**config.mk**
```make
export PLATFORM = sky130hd
export DESIGN_NAME = ble_rx_dma
export DESIGN_NICKNAME = d
export VERILOG_FILES = /design/src/rtl/ble_rx_dma.sv
export SDC_FILE = /design/constraint.sdc
export NUM_CORES = 1
export LEC_CHECK = 0
export CORE_ASPECT_RATIO = 1.5
export CORE_UTILIZATION = 52
export DETAILED_ROUTE_END_ITERATION = 10
export GPL_TIMING_DRIVEN = 0
export PLACE_DENSITY = 0.9
export SLEW_MARGIN = 15
export SYNTH_ARGS = -nofsm -noshare
export SYNTH_HDL_FRONTEND = slang
export SYNTH_SLANG_ARGS = --single-unit
```
**constraint.sdc**
```tcl
create_clock -name i_wb_clk -period 9.4 [get_ports i_wb_clk]
set_input_delay 2.35 -clock i_wb_clk [delete_from_list [all_inputs] [get_ports i_wb_clk]]
set_output_delay 2.35 -clock i_wb_clk [all_outputs]
set_load 0.01 [all_outputs]
```
**src/rtl/ble_rx_dma.sv**
```systemverilog
// RX byte FIFO + DMA writer into a RAM window, sharing the RAM Wishbone port with the CPU.
// Optional RX_DMA_STATUS_EN: local status word at ADR_UL (overflow, FIFO count, wr_ptr).
module ble_rx_dma #(
  parameter int          FIFO_DEPTH = 16,
  parameter logic [31:0] ADR_LL     = 32'h00C00000,
  parameter logic [31:0] ADR_UL     = 32'h00C10000
) (
  input  logic        i_wb_clk,
  input  logic        i_wb_rst,
  input  logic        i_rx_done,
  input  logic [7:0]  i_rx_data,
  input  logic [31:0] i_cpu_adr,
  input  logic        i_cpu_cyc,
  input  logic        i_cpu_we,
  input  logic [3:0]  i_cpu_sel,
  input  logic [31:0] i_cpu_dat,
  output logic [31:0] o_cpu_rdt,
  output logic        o_cpu_ack,
  output logic [31:0] o_ram_adr,
  output logic        o_ram_cyc,
  output logic        o_ram_we,
  output logic [3:0]  o_ram_sel,
  output logic [31:0] o_ram_dat,
  input  logic [31:0] i_ram_rdt,
  input  logic        i_ram_ack,
  output logic [31:0] o_wr_ptr,
  output logic        o_overflow
);

  localparam int AW = $clog2(FIFO_DEPTH);
  localparam int CW = AW + 1;

  typedef enum logic [1:0] {IDLE, CPU, DMA} state_t;

  state_t          state;
  logic            last_cpu;
  logic [7:0]      mem [FIFO_DEPTH];
  logic [AW-1:0]   rd_idx;
  logic [AW-1:0]   wr_idx;
  logic [CW-1:0]   count;
  logic [31:0]     wr_ptr;
  logic            overflow;
  logic            full;
  logic            empty;
  logic            push;
  logic            pop;
  logic            status_hit;
  logic            status_clr;
  logic            cpu_done;
  logic [31:0]     next_ptr;

  assign full     = (count == CW'(FIFO_DEPTH));
  assign empty    = (count == '0);
  assign pop      = (state == DMA) && i_ram_ack;
  // A full FIFO still accepts a byte when the head leaves in the same cycle.
  assign push     = i_rx_done && (!full || pop);
  assign next_ptr = wr_ptr + 32'd1;

`ifdef RX_DMA_STATUS_EN
  assign status_hit = (state == CPU) && (i_cpu_adr == ADR_UL);
  assign status_clr = status_hit && i_cpu_we && i_cpu_sel[3] && i_cpu_dat[31];
`else
  assign status_hit = 1'b0;
  assign status_clr = 1'b0;
`endif

  assign cpu_done   = status_hit || i_ram_ack;
  assign o_wr_ptr   = wr_ptr;
  assign o_overflow = overflow;

  always_ff @(posedge i_wb_clk) begin
    if (push) mem[wr_idx] <= i_rx_data;
  end

  always_ff @(posedge i_wb_clk) begin
    if (i_wb_rst) begin
      state    <= IDLE;
      last_cpu <= 1'b0;
      rd_idx   <= '0;
      wr_idx   <= '0;
      count    <= '0;
      wr_ptr   <= ADR_LL;
      overflow <= 1'b0;
    end else begin
      if (push) wr_idx <= wr_idx + AW'(1);
      if (pop)  rd_idx <= rd_idx + AW'(1);
      case ({push, pop})
        2'b10:   count <= count + CW'(1);
        2'b01:   count <= count - CW'(1);
        default: count <= count;
      endcase

      if (i_rx_done && full && !pop) overflow <= 1'b1;
      else if (status_clr)           overflow <= 1'b0;

      case (state)
        IDLE: begin
          // On contention, serve whoever did not win last time.
          if (i_cpu_cyc && !empty) begin
            state    <= last_cpu ? DMA : CPU;
            last_cpu <= !last_cpu;
          end else if (i_cpu_cyc) begin
            state    <= CPU;
            last_cpu <= 1'b1;
          end else if (!empty) begin
            state    <= DMA;
            last_cpu <= 1'b0;
          end
        end
        CPU: begin
          if (cpu_done) state <= IDLE;
        end
        DMA: begin
          if (i_ram_ack) begin
            wr_ptr <= (next_ptr == ADR_UL) ? ADR_LL : next_ptr;
            state  <= IDLE;
          end
        end
        default: state <= IDLE;
      endcase
    end
  end

  always_comb begin
    o_ram_adr = '0;
    o_ram_cyc = 1'b0;
    o_ram_we  = 1'b0;
    o_ram_sel = '0;
    o_ram_dat = '0;
    o_cpu_ack = 1'b0;
    o_cpu_rdt = i_ram_rdt;
    case (state)
      CPU: begin
        if (status_hit) begin
          o_cpu_ack = 1'b1;
          o_cpu_rdt = {overflow, 7'(count), wr_ptr[23:0]};
        end else begin
          o_ram_adr = i_cpu_adr;
          o_ram_cyc = i_cpu_cyc;
          o_ram_we  = i_cpu_we;
          o_ram_sel = i_cpu_sel;
          o_ram_dat = i_cpu_dat;
          o_cpu_ack = i_ram_ack;
        end
      end
      DMA: begin
        o_ram_adr = {wr_ptr[31:2], 2'b00};
        o_ram_cyc = 1'b1;
        o_ram_we  = 1'b1;
        o_ram_sel = 4'b0001 << wr_ptr[1:0];
        o_ram_dat = {4{mem[rd_idx]}};
      end
      default: ;
    endcase
  end

endmodule

```
==> key figures <==
STA
  • Max Fclk: about 170 MHz
  • Minimum clock period: just under 6 ns
  • Worst hold slack: approximately 0.5 ns
  • Slew Limit Fails: 0
  • Setup TNS: 0 ns
  • Setup Viol. Count Final: 0
  • RSZ-0062 raised after global routing: false
  • Max_slew headroom: 31.89%
  • Skew final: about 0.022 ns
  • Least-Margin Pin Slew: around 1.0 ns
  • Period utilization: 63.41%
  • Final Hold Fails: 0

Yosys
  • Post-synthesis register bit count: ~180
  • Post-synthesis cell count: 710
  • Post-synth EDFFs: between 100 and 150
  • Top_reg_cell synth: edfxtp_1
  • Synthesized cell area: just under 0.009 mm^2
  • Avg Cell Area, Syn: between 10 and 15 um^2
  • Cell variety after synth: 49
  • Synth Net Count: around 840
  • Post-synth ARST share: 0%
  • Seq/Total Area, Yosys: a little over half
  • Warnings, synthesis: 0

Pwr
  • PwrDens: about 160 mW/mm^2
  • Total power: 1.925 mW
  • Peak VDD IR: between 0.15 and 0.2 mV
  • Leak: roughly 4.4 nW

Setup path
  • Crit Path Max Fanout: 5
  • Reg-to-reg startpoint: state[0]
  • Kind of critical path: primary input to primary output
  • Worst EP required: a little over 7 ns
  • Reg2reg setup slack: approximately 6 ns
  • R2R Path End: count[4]
  • Setup crit end kind: primary output
  • Worst R2R Path Depth: 13
  • CP Launch Type: primary input
  • Critical path data arrival time: ~3.6 ns

Layout
  • Layout fillers: 1118
  • Most common cell after layout, fill and taps aside: clkdlybuf4s50_1
  • Register area: just under 0.005 mm^2
  • Syn-to-layout area delta: 33.96%
  • Non-filler instance count after layout: between 1k and 1.5k
  • Multi-input gate area: 0.003525 mm^2
  • # diodes: 0
  • Proportion of layout cells with a drive suffix above 1: between 10% and 20%
  • Most frequent cells in the layout: 216 x clkdlybuf4s50_1, 128 x edfxtp_1, 70 x nor2_1
  • Nets: between 1k and 1.5k

Floorplanning
  • Die W: around 110 um
  • Die area: around 0.018 mm^2
  • Starting Density: a little over half
  • Die Ht: 162.6 um
  • Core area: roughly 0.017 mm^2
  • I/O pin count: 250
  • Cell Rows: just under 60

Clock network
  • CTS H-tree lvls: 4
  • CTS sink count: between 150 and 200
  • Hold_buf cts: 0
  • CTS Buffer Depth: 2
  • Worst-Skew Late Latency: around 0.44 ns
  • Post-CTS Setup Bufs: 0
  • Root Driver: clkbuf_16
  • TritonCTS Buffers: 17
  • CTS clock-pin slew for the worst setup and hold paths: roughly 0.070 ns
  • CTS tree: built
  • Cts repair resizes: 0

Global routing
  • Pin count of the biggest net entering global routing: 21
  • Total gr overflow: 0
  • Vias in the first global route: 6791
  • Gr usage total: between 30 and 40%
  • Global-route wire length before repair: about 40000 um
  • Initial antenna violation count: 0

Placed design
  • Placed Instances: 1136
  • Final RePlAce weighted congestion: just under 1
  • Port Buffers: ~220
  • Detailed Place HPWL: between 15000 and 20000 um

Min path
  • WHS Endpoint: o_overflow
  • Hold Crit Class: flop to flop
  • Hold Path Origin: o_overflow
  • Hold path cells: 2

Detailed routing
  • Drt total wl: around 27000 um
  • Vias per cell: ~6
  • Routed Antenna Nets: 0
  • DRT Pass-1 Iters: 4
  • Via count: ~6.9k
  • Initial DRC Count: 570
  • Drt wl/cell: 22.96 um
  • # DRC: 0

Status
  • Status: complete, no violations

Run
  • Max Cap Violations: 0
[state kept, by name, summed over array words and instances, names as in the netlist, named ones only]
register	cells
count	5
last_cpu	1
mem	128
o_overflow	1
o_wr_ptr	32
rd_idx	4
state	2
wr_idx	4
[critical path: stages]
cell             delay (ns)
clkdlybuf4s50_1        0.56
a21o_1                 0.15
clkdlybuf4s50_1        0.56
[worst max-delay path by stage]
stage,startpoint,end,slack (ns)
6_report,i_cpu_cyc,o_ram_cyc,3.44
5_1_grt,flop,o_ram_dat[29],3.38
4_1_cts,i_cpu_cyc,o_ram_cyc,3.44
3_5_place_dp,i_cpu_cyc,o_ram_cyc,3.44
3_3_place_gp,i_cpu_cyc,o_ram_cyc,3.45
2_1_floorplan,i_cpu_adr[10],o_ram_adr[10],4.48
[cells in the mapped netlist (17+ instances only)]
cell type	instances	area, um^2
nor2_1	70	262.8
xor2_1	31	271.5
xnor2_1	18	157.7
inv_1	17	63.81
nand3_1	25	125.1
a22o_1	34	297.8
buf_4	34	255.2
nand2_1	26	97.59
mux4_2	40	900.9
edfxtp_1	128	3844
a21o_1	36	270.3
a21oi_1	18	90.09
clkbuf_1	31	116.4
dfxtp_1	53	1061
[layer usage]
| layer | share of wire (%) | GRT usage (%) | wire length (um) |
|---|---|---|---|
| met1 | 34 | 32.25 | 9058 |
| met2 | 54 | 55.43 | 14390 |
| met5 | 0 | 0 | 0 |
| met4 | 6.1 | 18.49 | 1635 |
| met3 | 6.5 | 5.402 | 1738 |
[where the power goes]
group          switching [mW]  total, mW  internal, mW
sequential             0.0112      0.879         0.868
clock                   0.350      0.710         0.360
combinational           0.163      0.335         0.173
[kinds of logic after synthesis]
group	Yosys count	share of synthesized area, %
buffers and inverters	101	5.891
AO/OA/AOI/OAI	117	9.922
XOR/XNOR	49	4.800
multiplexers	44	10.52
AND/OR/NAND/NOR	201	11.55
flip-flops	181	54.86
adder cells (fa/ha/maj)	17	2.463
[stage by stage]
stage,area [um^2],util (%),setup slack [ns]
2_1_floorplan,8941,-,4.484
3_3_place_gp,11370,67.80,3.447
3_5_place_dp,11380,67.86,3.439
4_1_cts,11970,71.42,3.436
5_1_grt,11980,71.45,3.384
6_report,11980,71.45,3.439
[layout make-up]
type / count / area share [%]
repair buffers: 216 / 18.05
clock buffers: 17 / 3.552
plain buffers: 84 / 3.865
clock inverters: 15 / 1.431
inverters: 17 / 0.5328
flip-flops and latches: 181 / 40.95
well taps: 210 / 2.194
multi-input cells: 428 / 29.43
No activity file was read; power rests on OpenSTA's default activity.
